`src/rtl/act_mac_unit.sv`:
```
// ---------------------------------------------------------------------------
// act_mac_unit
//
// Purpose: signed dot-product engine for one output neuron. Activations
// stream in from the input activation controller and are multiplied against
// an internal weight buffer. The accumulated sum gets a bias added, is
// requantized by an arithmetic right shift, optionally passed through ReLU,
// and is clamped to a signed 8-bit result.
//
// Ports:
//   CLK, RESETN          single clock, asynchronous active-low reset
//   START                control-register level; a rising edge in IDLE
//                        starts one dot product
//   NUM_ELEMS            element count N (clamped to WEIGHT_DEPTH)
//   BIAS, SHIFT, RELU_EN requantization controls, sampled at start
//   WEIGHT_WR_*          weight buffer write port (usable in any state)
//   ACT_DATA/ACT_VALID   activation stream from the controller
//   RESULT/RESULT_VALID  quantized result and its one-cycle update strobe
//   BUSY                 operation in progress
//   DONE, ACC_OVERFLOW   sticky completion and saturation flags
// ---------------------------------------------------------------------------
module act_mac_unit #(
    parameter int ACT_WIDTH    = 8,
    parameter int WEIGHT_DEPTH = 64,
    parameter int ACC_WIDTH    = 32
) (
    input  logic                            CLK,
    input  logic                            RESETN,
    input  logic                            START,
    input  logic [$clog2(WEIGHT_DEPTH):0]   NUM_ELEMS,
    input  logic [ACC_WIDTH-1:0]            BIAS,
    input  logic [4:0]                      SHIFT,
    input  logic                            RELU_EN,
    input  logic                            WEIGHT_WR_CMD,
    input  logic [$clog2(WEIGHT_DEPTH)-1:0] WEIGHT_WR_ADDR,
    input  logic [7:0]                      WEIGHT_WR_DATA,
    input  logic [ACT_WIDTH-1:0]            ACT_DATA,
    input  logic                            ACT_VALID,
    output logic [7:0]                      RESULT,
    output logic                            RESULT_VALID,
    output logic                            BUSY,
    output logic                            DONE,
    output logic                            ACC_OVERFLOW
);

    localparam int AW = $clog2(WEIGHT_DEPTH);
    localparam int NW = AW + 1;
    localparam int PW = ACT_WIDTH + 8;
    localparam int SW = ACC_WIDTH + 1;

    typedef enum logic [1:0] {
        ST_IDLE  = 2'd0,
        ST_ACCUM = 2'd1,
        ST_BIAS  = 2'd2,
        ST_QUANT = 2'd3
    } state_e;

    // Saturating signed add. Bit [ACC_WIDTH] of the return value flags that
    // the true sum fell outside the accumulator range and was clamped.
    function automatic logic [ACC_WIDTH:0] sat_add(
        input logic signed [ACC_WIDTH-1:0] a,
        input logic signed [ACC_WIDTH-1:0] b
    );
        logic signed [SW-1:0] sum;
        sum = SW'(a) + SW'(b);
        if (sum[ACC_WIDTH] != sum[ACC_WIDTH-1]) begin
            if (sum[ACC_WIDTH]) begin
                sat_add = {1'b1, 1'b1, {(ACC_WIDTH-1){1'b0}}};
            end else begin
                sat_add = {1'b1, 1'b0, {(ACC_WIDTH-1){1'b1}}};
            end
        end else begin
            sat_add = {1'b0, sum[ACC_WIDTH-1:0]};
        end
    endfunction

    // Optional ReLU followed by a clamp to [-128, 127]. A value fits in
    // int8 exactly when every bit from bit 7 upward equals the sign bit.
    function automatic logic [7:0] quant8(
        input logic signed [ACC_WIDTH-1:0] v,
        input logic                        relu
    );
        logic [ACC_WIDTH-8:0] upper;
        upper = v[ACC_WIDTH-1:7];
        if (v[ACC_WIDTH-1]) begin
            if (relu) begin
                quant8 = 8'h00;
            end else if (&upper) begin
                quant8 = v[7:0];
            end else begin
                quant8 = 8'h80;
            end
        end else if (|upper) begin
            quant8 = 8'h7F;
        end else begin
            quant8 = v[7:0];
        end
    endfunction

    state_e                      state_q, state_d;
    logic signed [ACC_WIDTH-1:0] acc_q, acc_d;
    logic [AW-1:0]               idx_q, idx_d;
    logic [NW-1:0]               n_q, n_d;
    logic signed [ACC_WIDTH-1:0] bias_q, bias_d;
    logic [4:0]                  shift_q, shift_d;
    logic                        relu_q, relu_d;
    logic                        start_prev_q, start_prev_d;
    logic [7:0]                  result_q, result_d;
    logic                        result_valid_q, result_valid_d;
    logic                        busy_q, busy_d;
    logic                        done_q, done_d;
    logic                        ovf_q, ovf_d;

    logic [7:0]                  weight_mem_q [WEIGHT_DEPTH];

    logic                        start_pulse_s;
    logic [NW-1:0]               n_clamped_s;
    logic                        last_s;
    logic [7:0]                  weight_s;
    logic signed [PW-1:0]        act_ext_s;
    logic signed [PW-1:0]        wt_ext_s;
    logic signed [PW-1:0]        prod_s;
    logic signed [ACC_WIDTH-1:0] prod_acc_s;
    logic [ACC_WIDTH:0]          mac_sum_s;
    logic [ACC_WIDTH:0]          bias_sum_s;
    logic signed [ACC_WIDTH-1:0] shifted_s;

    assign start_pulse_s = START & ~start_prev_q;
    assign n_clamped_s   = (NUM_ELEMS > NW'(WEIGHT_DEPTH)) ? NW'(WEIGHT_DEPTH) : NUM_ELEMS;
    assign last_s        = ({1'b0, idx_q} == (n_q - NW'(1)));

    // Combinational read: a same-cycle write lands on the edge, so the
    // element accepted on that edge still sees the old weight.
    assign weight_s   = weight_mem_q[idx_q];
    assign act_ext_s  = PW'($signed(ACT_DATA));
    assign wt_ext_s   = PW'($signed(weight_s));
    assign prod_s     = act_ext_s * wt_ext_s;
    assign prod_acc_s = ACC_WIDTH'(prod_s);
    assign mac_sum_s  = sat_add(acc_q, prod_acc_s);
    assign bias_sum_s = sat_add(acc_q, bias_q);
    assign shifted_s  = acc_q >>> shift_q;

    // Weight buffer write port; deliberately outside the reset domain so
    // weights survive RESETN.
    always_ff @(posedge CLK) begin
        if (WEIGHT_WR_CMD) begin
            weight_mem_q[WEIGHT_WR_ADDR] <= WEIGHT_WR_DATA;
        end
    end

    // Next-state and datapath logic for the IDLE/ACCUM/BIAS/QUANT sequence.
    always_comb begin
        state_d        = state_q;
        acc_d          = acc_q;
        idx_d          = idx_q;
        n_d            = n_q;
        bias_d         = bias_q;
        shift_d        = shift_q;
        relu_d         = relu_q;
        done_d         = done_q;
        ovf_d          = ovf_q;
        result_d       = result_q;
        result_valid_d = 1'b0;
        start_prev_d   = START;
        case (state_q)
            ST_IDLE: begin
                if (start_pulse_s) begin
                    acc_d   = {ACC_WIDTH{1'b0}};
                    idx_d   = {AW{1'b0}};
                    done_d  = 1'b0;
                    ovf_d   = 1'b0;
                    n_d     = n_clamped_s;
                    bias_d  = BIAS;
                    shift_d = SHIFT;
                    relu_d  = RELU_EN;
                    if (n_clamped_s != {NW{1'b0}}) begin
                        state_d = ST_ACCUM;
                    end else begin
                        state_d = ST_BIAS;
                    end
                end else begin
                    state_d = ST_IDLE;
                end
            end
            ST_ACCUM: begin
                if (ACT_VALID) begin
                    acc_d = mac_sum_s[ACC_WIDTH-1:0];
                    ovf_d = ovf_q | mac_sum_s[ACC_WIDTH];
                    idx_d = idx_q + AW'(1);
                    if (last_s) begin
                        state_d = ST_BIAS;
                    end else begin
                        state_d = ST_ACCUM;
                    end
                end else begin
                    state_d = ST_ACCUM;
                end
            end
            ST_BIAS: begin
                acc_d   = bias_sum_s[ACC_WIDTH-1:0];
                ovf_d   = ovf_q | bias_sum_s[ACC_WIDTH];
                state_d = ST_QUANT;
            end
            ST_QUANT: begin
                result_d       = quant8(shifted_s, relu_q);
                result_valid_d = 1'b1;
                done_d         = 1'b1;
                state_d        = ST_IDLE;
            end
            default: begin
                state_d = ST_IDLE;
            end
        endcase
        busy_d = (state_d != ST_IDLE);
    end

    // State and output registers; RESETN aborts any operation in flight.
    always_ff @(posedge CLK or negedge RESETN) begin
        if (!RESETN) begin
            state_q        <= ST_IDLE;
            acc_q          <= {ACC_WIDTH{1'b0}};
            idx_q          <= {AW{1'b0}};
            n_q            <= {NW{1'b0}};
            bias_q         <= {ACC_WIDTH{1'b0}};
            shift_q        <= 5'd0;
            relu_q         <= 1'b0;
            start_prev_q   <= 1'b0;
            result_q       <= 8'd0;
            result_valid_q <= 1'b0;
            busy_q         <= 1'b0;
            done_q         <= 1'b0;
            ovf_q          <= 1'b0;
        end else begin
            state_q        <= state_d;
            acc_q          <= acc_d;
            idx_q          <= idx_d;
            n_q            <= n_d;
            bias_q         <= bias_d;
            shift_q        <= shift_d;
            relu_q         <= relu_d;
            start_prev_q   <= start_prev_d;
            result_q       <= result_d;
            result_valid_q <= result_valid_d;
            busy_q         <= busy_d;
            done_q         <= done_d;
            ovf_q          <= ovf_d;
        end
    end

    assign RESULT       = result_q;
    assign RESULT_VALID = result_valid_q;
    assign BUSY         = busy_q;
    assign DONE         = done_q;
    assign ACC_OVERFLOW = ovf_q;

endmodule

```
`config.mk`:
```
export PLATFORM = sky130hd
export DESIGN_NAME = act_mac_unit
export DESIGN_NICKNAME = d
export VERILOG_FILES = /design/src/rtl/act_mac_unit.sv
export SDC_FILE = /design/constraint.sdc
export NUM_CORES = 1
export LEC_CHECK = 0
export CAP_MARGIN = 20
export CORE_MARGIN = 2
export CORE_UTILIZATION = 40
export DETAILED_ROUTE_END_ITERATION = 16
export GPL_ROUTABILITY_DRIVEN = 0
export GPL_TIMING_DRIVEN = 0
export SLEW_MARGIN = 10
export SYNTH_ARGS = -nofsm -noshare
export SYNTH_HDL_FRONTEND = slang
export SYNTH_SLANG_ARGS = --single-unit
```
`constraint.sdc`:
```
create_clock -name CLK -period 10.75 [get_ports CLK]
set_clock_uncertainty 0.1 [all_clocks]
set_input_delay 1.6125 -clock CLK [delete_from_list [all_inputs] [get_ports CLK]]
set_output_delay 1.6125 -clock CLK [all_outputs]
set_load 0.1 [all_outputs]
```
==> impl_results.md, run 1 <==
- CP startpoint kind: flip-flop
- Htree depth: 3
- CTS tree: yes
- Period utilisation layout: 0.962
- Port Buf Inserts: 80
- Row count: 106
- Hold buffers post-CTS: 0
- DRC violations left: 0
- Post-Synthesis Cells: 2270
- Max Freq: 96.7 MHz
- Core area: 83300 µm²
- Clock Tree Root: clkbuf_16
- Die area: 86200 µm²
- Layout cells sized above 1: 0.176
- Minimum clock period after layout: 10340 ps
- Worst-path clk slew: 60 ps
- Setup violators final: 0
- Global-route wire length before repair: 136000 µm
- Worst hold slack: 414 ps
- Slew margin rel.: 0.203
- Initial antenna violation count: 1
- Fin worst setup slack: 407 ps
- Mapped Area: 33500 µm²
- Overflow after GRT: 0
- FF+latch count, synth: 610
- Die H: 294 µm
- Synth cell types: 85
- Placed cell area: 35900 µm²
- Type of the worst min-delay path: flip-flop to flip-flop
- Primary FF master, synth: edfxtp_1
- Antenna-violating nets left: 0
- Crit Path Max Fanout: 15
- Vias in the first global route: 21200
- Final Hold Vio Count: 0
- Avg Cell Area, Syn: 14.8 µm²
- IO Count: 84
- Pre-CTS setup slack: -196 ps
- DP HPWL: 66000 µm
- Synth area leader: edfxtp_1
- Drt pass-1 iters: 5
- Post-synth EDFFs: 512
- Initial Util: 0.403
- Clock Sinks: 610
- Seq. cell area: 17800 µm²
- Clock Tree Buf Depth: 3
- Final wirelength: 90200 µm
- Fin nets: 2758
- Largest net degree at the start of global routing: 58
- Unrepaired setup endpoints after global routing: false
- Vias: 20700
- Area contributors post-synth: edfxtp_1 46%, mux4_2 13%, fa_1 8.4%
- Area delta synth->final: 13.7%
- Yosys top cell area share: 0.458
- Ys Warns: 0
- Clock latency on the worst-skew pair: 630 ps
- Vias per std cell: 5.80
- Pins over their slew limit: 0
- Max Cap Violations: 0
- Multi-input gate area: 14700 µm²
- Worst-Margin Slew: 1200 ps
- FFs w/ async S/R, synth: 0.161
- Die Wd: 294 µm
- Commonest non-fill, non-tap cell in the layout: edfxtp_1
- Syn nets: 2594
- Setup bufs post-CTS: 0
- Required @ worst endpoint: 11130 ps
- Outcome: complete, no violations
- GRT Overall Usage: 0.212
- Final instance area: 38100 µm²
- FILL cells: 7295
- Starting DRT DRC Count: 1872
- Post-synthesis sequential area ratio: 0.531
- CP endpoint kind: flip-flop
- WS Path Type: flip-flop to flip-flop
- CTS Buf Count: 67
- Wire length per cell: 25.3 µm
- CP arrival: 10720 ps
- Most frequent cells in the layout: 512 x edfxtp_1, 200 x mux4_2, 169 x nor2_1
==> worst max-delay path, stage by stage, from the launching register on <==
cell	delay [ps]
dfrtp_1	400
clkbuf_1	200
buf_2	310
clkbuf_1	920
mux4_2	480
mux4_2	550
mux4_2	660
and2_1	320
fa_1	600
fa_2	940
inv_1	300
fa_1	550
inv_1	50
fa_1	360
ha_1	310
ha_1	380
a21oi_2	220
o211ai_1	120
a2111oi_0	510
o32ai_1	230
or4b_1	520
nand3_1	150
o21ai_0	360
a21o_1	280
a221o_1	320
==> layout make-up <==
| class | count | share of cell area |
|---|---|---|
| plain buffers | 101 | 0.0125 |
| diodes | 1 | 0.0000656 |
| multi-input cells | 1419 | 0.386 |
| well taps | 1080 | 0.0354 |
| clock buffers | 84 | 0.0459 |
| inverters | 140 | 0.0139 |
| clock inverters | 34 | 0.0115 |
| repair buffers | 95 | 0.0271 |
| flip-flops and latches | 610 | 0.467 |
==> path summary, 6_finish.rpt <==
kind                       cells past startpoint        from    endpoint  slack, ps
setup / recovery                              24    idx_q[1]   acc_q[16]        410
hold / removal                                 1  bias_q[23]  bias_q[23]        410
setup reg to reg                              24    idx_q[1]   acc_q[16]        410
hold reg to reg                                1  bias_q[23]  bias_q[23]        410
max in group asynchronous                      2      RESETN    acc_q[3]       8850
min in group asynchronous                      1      RESETN   bias_q[8]        970
==> flip-flops by register name, summed over array words and instances (netlist names) <==
register and flops:
shift_q 5, RESULT_VALID 1, relu_q 1, bias_q 32
start_prev_q 1, state_q 2, acc_q 32, n_q 7
ACC_OVERFLOW 1, weight_mem_q 512, DONE 1, idx_q 6
BUSY 1, RESULT 8
==> cells in the mapped netlist, drive strengths merged, types with 24 or more instances <==
library cell,count
xnor2,46
clkbuf,55
nand2,138
fa,141
o221ai,26
mux2,52
dfrtp,98
inv,139
edfxtp,512
nand3,33
mux4,200
o21ai,62
and2,35
xor2,24
mux2i,32
ha,111
a21oi,80
buf,46
nor3,25
nor2,169
a21o,28
==> what timing repair did <==
action | in CTS | in global routing
cloned | 0 | 0
resized for setup | 2 | 7
setup endpoints to repair | 32 | 31
==> through the flow <==
| stage | TNS, ps | instances | util |
|---|---|---|---|
| after global routing | 0 | 3563 | 0.458 |
| final | 0 | 3564 | 0.458 |
| after CTS | 0 | 3560 | 0.457 |
| after detailed placement | -2620 | 3442 | 0.431 |
| after global placement | -10600 | 3430 | 0.429 |
| after floorplan | 0 | 2270 | - |
==> per-layer routing <==
metal  up-vias  global-route usage  part of all wire
met5         -                   0                 0
met4         0              0.0692             0.030
met3       148              0.0316             0.062
met2       816               0.363              0.51
met1     10700               0.277              0.40
li1       8976                   -                 -
==> cells by family (layout without fill, tap and decap cells) <==
kind of cell,Yosys count,in the layout,share of synthesized area
compound gates,320,320,0.0650
xor+xnor,70,70,0.0183
fa+ha+maj,252,252,0.126
buf+inv,241,454,0.0295
flops,610,610,0.531
mux,284,284,0.161
other cells,0,1,0
simple gates,493,493,0.0691
Power of run 1 is left out: the tool's default activity adds up to more than one toggle a clock period on the data nets, which glitch-free logic cannot reach.
==> inputs of run 2 (changes only) <==
CORE_UTILIZATION = 30   (was 40)
==> run 2 against run 1 <==
Net effect: die area rose by 33%; maximum frequency up 0.93%; global-route usage fell by 5.4 points; count of clock-buffer cells in the layout is 9 lower; flip-flop and latch count did not move; register-to-register slack improved by 96 ps; worst hold slack got worse by 3.8 ps; wire length is 0.63% higher; critical path depth is 5 higher; final cell count rose by 11%; sequential share of layout area down 0.26 points; final area up 0.56%; critical endpoint is now acc_q[14]; largest cell class unchanged; highest routed layer is now met5.
==> impl_results.md, run 2 (synthesized netlist as in run 1, its figures left out) <==
- Area delta synth->final: 14.3%
- CTS Buf Count: 58
- Type of the worst min-delay path: flip-flop to flip-flop
- Final Non-Filler Cells: 3966
- Vias in the first global route: 20800
- FILL cells: 10700
- CP startpoint kind: flip-flop
- Hold buffers post-CTS: 0
- Clock Tree Buf Depth: 3
- R2r setup slk: 500 ps
- Fin worst setup slack: 502 ps
- Die Wd: 338 µm
- Largest net degree at the start of global routing: 56
- WS Path Type: flip-flop to flip-flop
- Max reg flops: 512
- Dpl cells: 3854
- Register name with the most flops: weight_mem_q
- Vias per std cell: 5.21
- Drt pass-1 iters: 5
- Min-delay src: bias_q[6]
- Critical path's slowest cell: fa_2
- DRC violations left: 0
- Crit-path max cell delay: 860 ps
- Worst path top cell family by delay: adder cells
- Critical path launch point: idx_q[1]
- Worst hold slack: 411 ps
- Final instance area: 38400 µm²
- Final wirelength: 90800 µm
- Setup violators final: 0
- Critical Path End: acc_q[14]
- Placed cell area: 36500 µm²
- Pins over their slew limit: 0
- Wire length per cell: 22.9 µm
- Minimum clock period after layout: 10250 ps
- Most used cell, CP: clkbuf_1
- Pre-CTS setup slack: 13.9 ps
- Most frequent cells in the layout: 512 x edfxtp_1, 200 x mux4_2, 169 x nor2_1
- Layout cells sized above 1: 0.175
- Crit Path Max Fanout: 15
- IO Count: 84
- Worst path depth: 29
- Overflow after GRT: 0
- Seq. cell area: 17800 µm²
- Max Freq: 97.6 MHz
- Reg-to-reg startpoint: idx_q[1]
- CP endpoint kind: flip-flop
- Multi-input gate area: 14700 µm²
- Htree depth: 2
- Worst-Margin Slew: 1080 ps
- Period utilisation layout: 0.953
- Initial antenna violation count: 4
- Port Buf Inserts: 80
- Core area: 111000 µm²
- R2R depth: 29
- Global-route wire length before repair: 138000 µm
- DP HPWL: 66700 µm
- Antenna-violating nets left: 0
- Initial Util: 0.303
- CTS tree: yes
- Starting DRT DRC Count: 2437
- Regs by FF count: weight_mem_q (512), acc_q (32), bias_q (32)
- Row count: 122
- Commonest non-fill, non-tap cell in the layout: edfxtp_1
- Vias: 20700
- Outcome: complete, no violations
- Clock Sinks: 610
- Slew margin rel.: 0.283
- Clock Tree Root: clkbuf_16
- Buf+Inv Stages, Crit Path: 8
- Fin nets: 2750
- Max Cap Violations: 0
- CP arrival: 10620 ps
- Die H: 338 µm
- Die area: 115000 µm²
- Required @ worst endpoint: 11130 ps
- Unrepaired setup endpoints after global routing: false
- GRT Overall Usage: 0.158
- Worst-path clk slew: 70 ps
- Final Hold Vio Count: 0
- Clock latency on the worst-skew pair: 650 ps
- Reg2reg end: acc_q[14]
==> run 2: changes by cell type in the layout (fill, tap and decap cells not counted), sizes merged <==
cell,change
clkinvlp,+5
bufinv,-2
clkinv,-4
clkbuf,-11
inv,+1
buf,+3
diode,+2
==> run 2: cell type report <==
class / instances / share of cell area
Inverter: 140 / 0.0137
Tap cell: 1488 / 0.0485
Antenna cell: 3 / 0.000196
Buffer: 100 / 0.0122
Timing Repair Buffer: 97 / 0.0279
Multi-Input combinational cell: 1419 / 0.384
Clock inverter: 34 / 0.00874
Clock buffer: 75 / 0.0398
Sequential cell: 610 / 0.465
==> run 2: through the flow <==
step / utilization / setup TNS, ps
2_1_floorplan: - / 0
3_3_place_gp: 0.327 / -5990
3_5_place_dp: 0.329 / 0
4_1_cts: 0.346 / 0
5_1_grt: 0.346 / 0
6_report: 0.346 / 0
==> run 2: worst min-delay path by stage <==
| stage | endpoint | depth (start not counted) |
|---|---|---|
| after global routing | bias_q[6] | 1 |
| after floorplan | bias_q[20] | 1 |
| final | bias_q[6] | 1 |
| after global placement | bias_q[6] | 1 |
| after detailed placement | bias_q[21] | 1 |
| after CTS | bias_q[21] | 1 |
==> run 2: metal layers <==
| layer | GRT usage | vias to the layer above | share of wire |
|---|---|---|---|
| met3 | 0.0264 | 121 | 0.072 |
| met4 | 0.0362 | 4 | 0.021 |
| li1 | - | 8968 | - |
| met1 | 0.224 | 10800 | 0.43 |
| met5 | 0 | - | 0.00028 |
| met2 | 0.252 | 824 | 0.47 |
==> run 2: repair_timing <==
item	4_1_cts	5_1_grt
endpoints found under the setup margin	3	30
buffers inserted	0	0
resized for setup	2	2
Power of run 2 is left out for the same reason.
==> inputs of run 3 (changes only) <==
CORE_UTILIZATION = 37   (was 30)
==> run 3 against run 2 <==
Net effect: via count increased by 0.78%; largest cell class unchanged; maximum frequency grew 0.33%; flip-flop and latch count unchanged; core utilization rose by 8.0 points; global-route usage up 4.1 points; first-iteration DRC count down 6.2%.
==> impl_results.md, run 3 (synthesized netlist as in run 1, its figures left out) <==
- Htree depth: 3
- Drt pass-1 iters: 6
- CP arrival: 10580 ps
- Most frequent cells in the layout: 512 x edfxtp_1, 200 x mux4_2, 169 x nor2_1
- CP startpoint kind: flip-flop
- GR Util met1: 0.259
- Post-layout util: 0.426
- Antenna-violating nets left: 0
- Final Hold Vio Count: 0
- Overflow after GRT: 0
- Worst-Margin Slew: 1170 ps
- Required @ worst endpoint: 11120 ps
- Max Freq: 97.9 MHz
- WS Path Type: flip-flop to flip-flop
- Most used cell, CP: fa_1
- Clock latency on the worst-skew pair: 630 ps
- Initial antenna violation count: 1
- Worst-path clk slew: 70 ps
- Clock Tree Root: clkbuf_16
- Clock Sinks: 610
- Port Buf Inserts: 80
- Core area: 89900 µm²
- Commonest non-fill, non-tap cell in the layout: edfxtp_1
- M3 GR Usage: 0.0344
- CTS tree: yes
- Starting DRT DRC Count: 2286
- Ant diodes: 0
- Outcome: complete, no violations
- Gr busiest metal: met2
- Final instance area: 38300 µm²
- Max Cap Violations: 0
- Final setup TNS: 0 ps
- Die area: 93100 µm²
- Met2 usage: 0.333
- Global-route wire length before repair: 139000 µm
- Final wirelength: 91500 µm
- Period utilisation layout: 0.950
- CTS Buf Count: 66
- Vias per std cell: 5.69
- Vias in the first global route: 21800
- DP HPWL: 66500 µm
- Unrepaired setup endpoints after global routing: false
- Slew margin rel.: 0.219
- Buf+Inv Stages, Crit Path: 7
- Layout cells sized above 1: 0.180
- Wire length per cell: 25.0 µm
- Pins over their slew limit: 0
- Register name with the most flops: weight_mem_q
- Row count: 110
- Critical path's slowest cell: fa_1
- Clock Tree Buf Depth: 3
- Fin nets: 2756
- Largest net degree at the start of global routing: 60
- GRT Overall Usage: 0.198
- Worst path top cell family by delay: adder cells
- Crit Path Max Fanout: 16
- Placed cell area: 36000 µm²
- Area delta synth->final: 14.2%
- Minimum clock period after layout: 10210 ps
- Vias: 20800
- Type of the worst min-delay path: flip-flop to flip-flop
- Regs by FF count: weight_mem_q (512), acc_q (32), bias_q (32)
- Initial Util: 0.373
- Crit-path max cell delay: 860 ps
- CP endpoint kind: flip-flop
- IO Count: 84
- Setup violators final: 0
- Die H: 305 µm
- Max reg flops: 512
- DRC violations left: 0
- Die Wd: 305 µm
==> run 3: path summary, 6_finish.rpt <==
kind	slack, ps	end	cells past startpoint	start
setup / recovery	540	acc_q[12]	26	idx_q[0]
hold / removal	420	bias_q[6]	1	bias_q[6]
setup reg to reg	540	acc_q[12]	26	idx_q[0]
hold reg to reg	420	bias_q[6]	1	bias_q[6]
max in group asynchronous	8850	bias_q[6]	2	RESETN
min in group asynchronous	970	RESULT[2]	1	RESETN
==> run 3: per-stage QoR <==
stage	setup WS [ps]	cells	hold WS, ps
after floorplan	2290	2270	384
after global placement	-333	3526	403
after detailed placement	48.1	3538	409
after CTS	80.7	3659	423
after global routing	46.9	3661	436
final	536	3661	417
==> run 3: timing repair <==
item | 4_1_cts | 5_1_grt
gates resized for setup | 2 | 6
hold buffers | 0 | 0
setup endpoints to repair | 1 | 32
setup buffers | 0 | 0
cloned | 0 | 0
==> run 3: area by class of cell <==
cell class	instances	area (µm²)
buffer	101	475
clock buffer	75	1700
clock inverter	46	557
fill	8102	51600
inverter	140	526
multi-input combinational	1419	14700
sequential	610	17800
tap	1176	1470
timing repair buffer	94	1020
==> run 3: per-layer routing <==
metal / share of wire / wire, µm
met5: 0 / 0
met1: 0.40 / 36700
met3: 0.070 / 6430
met2: 0.49 / 45000
met4: 0.036 / 3310
Power of run 3 is left out for the same reason.
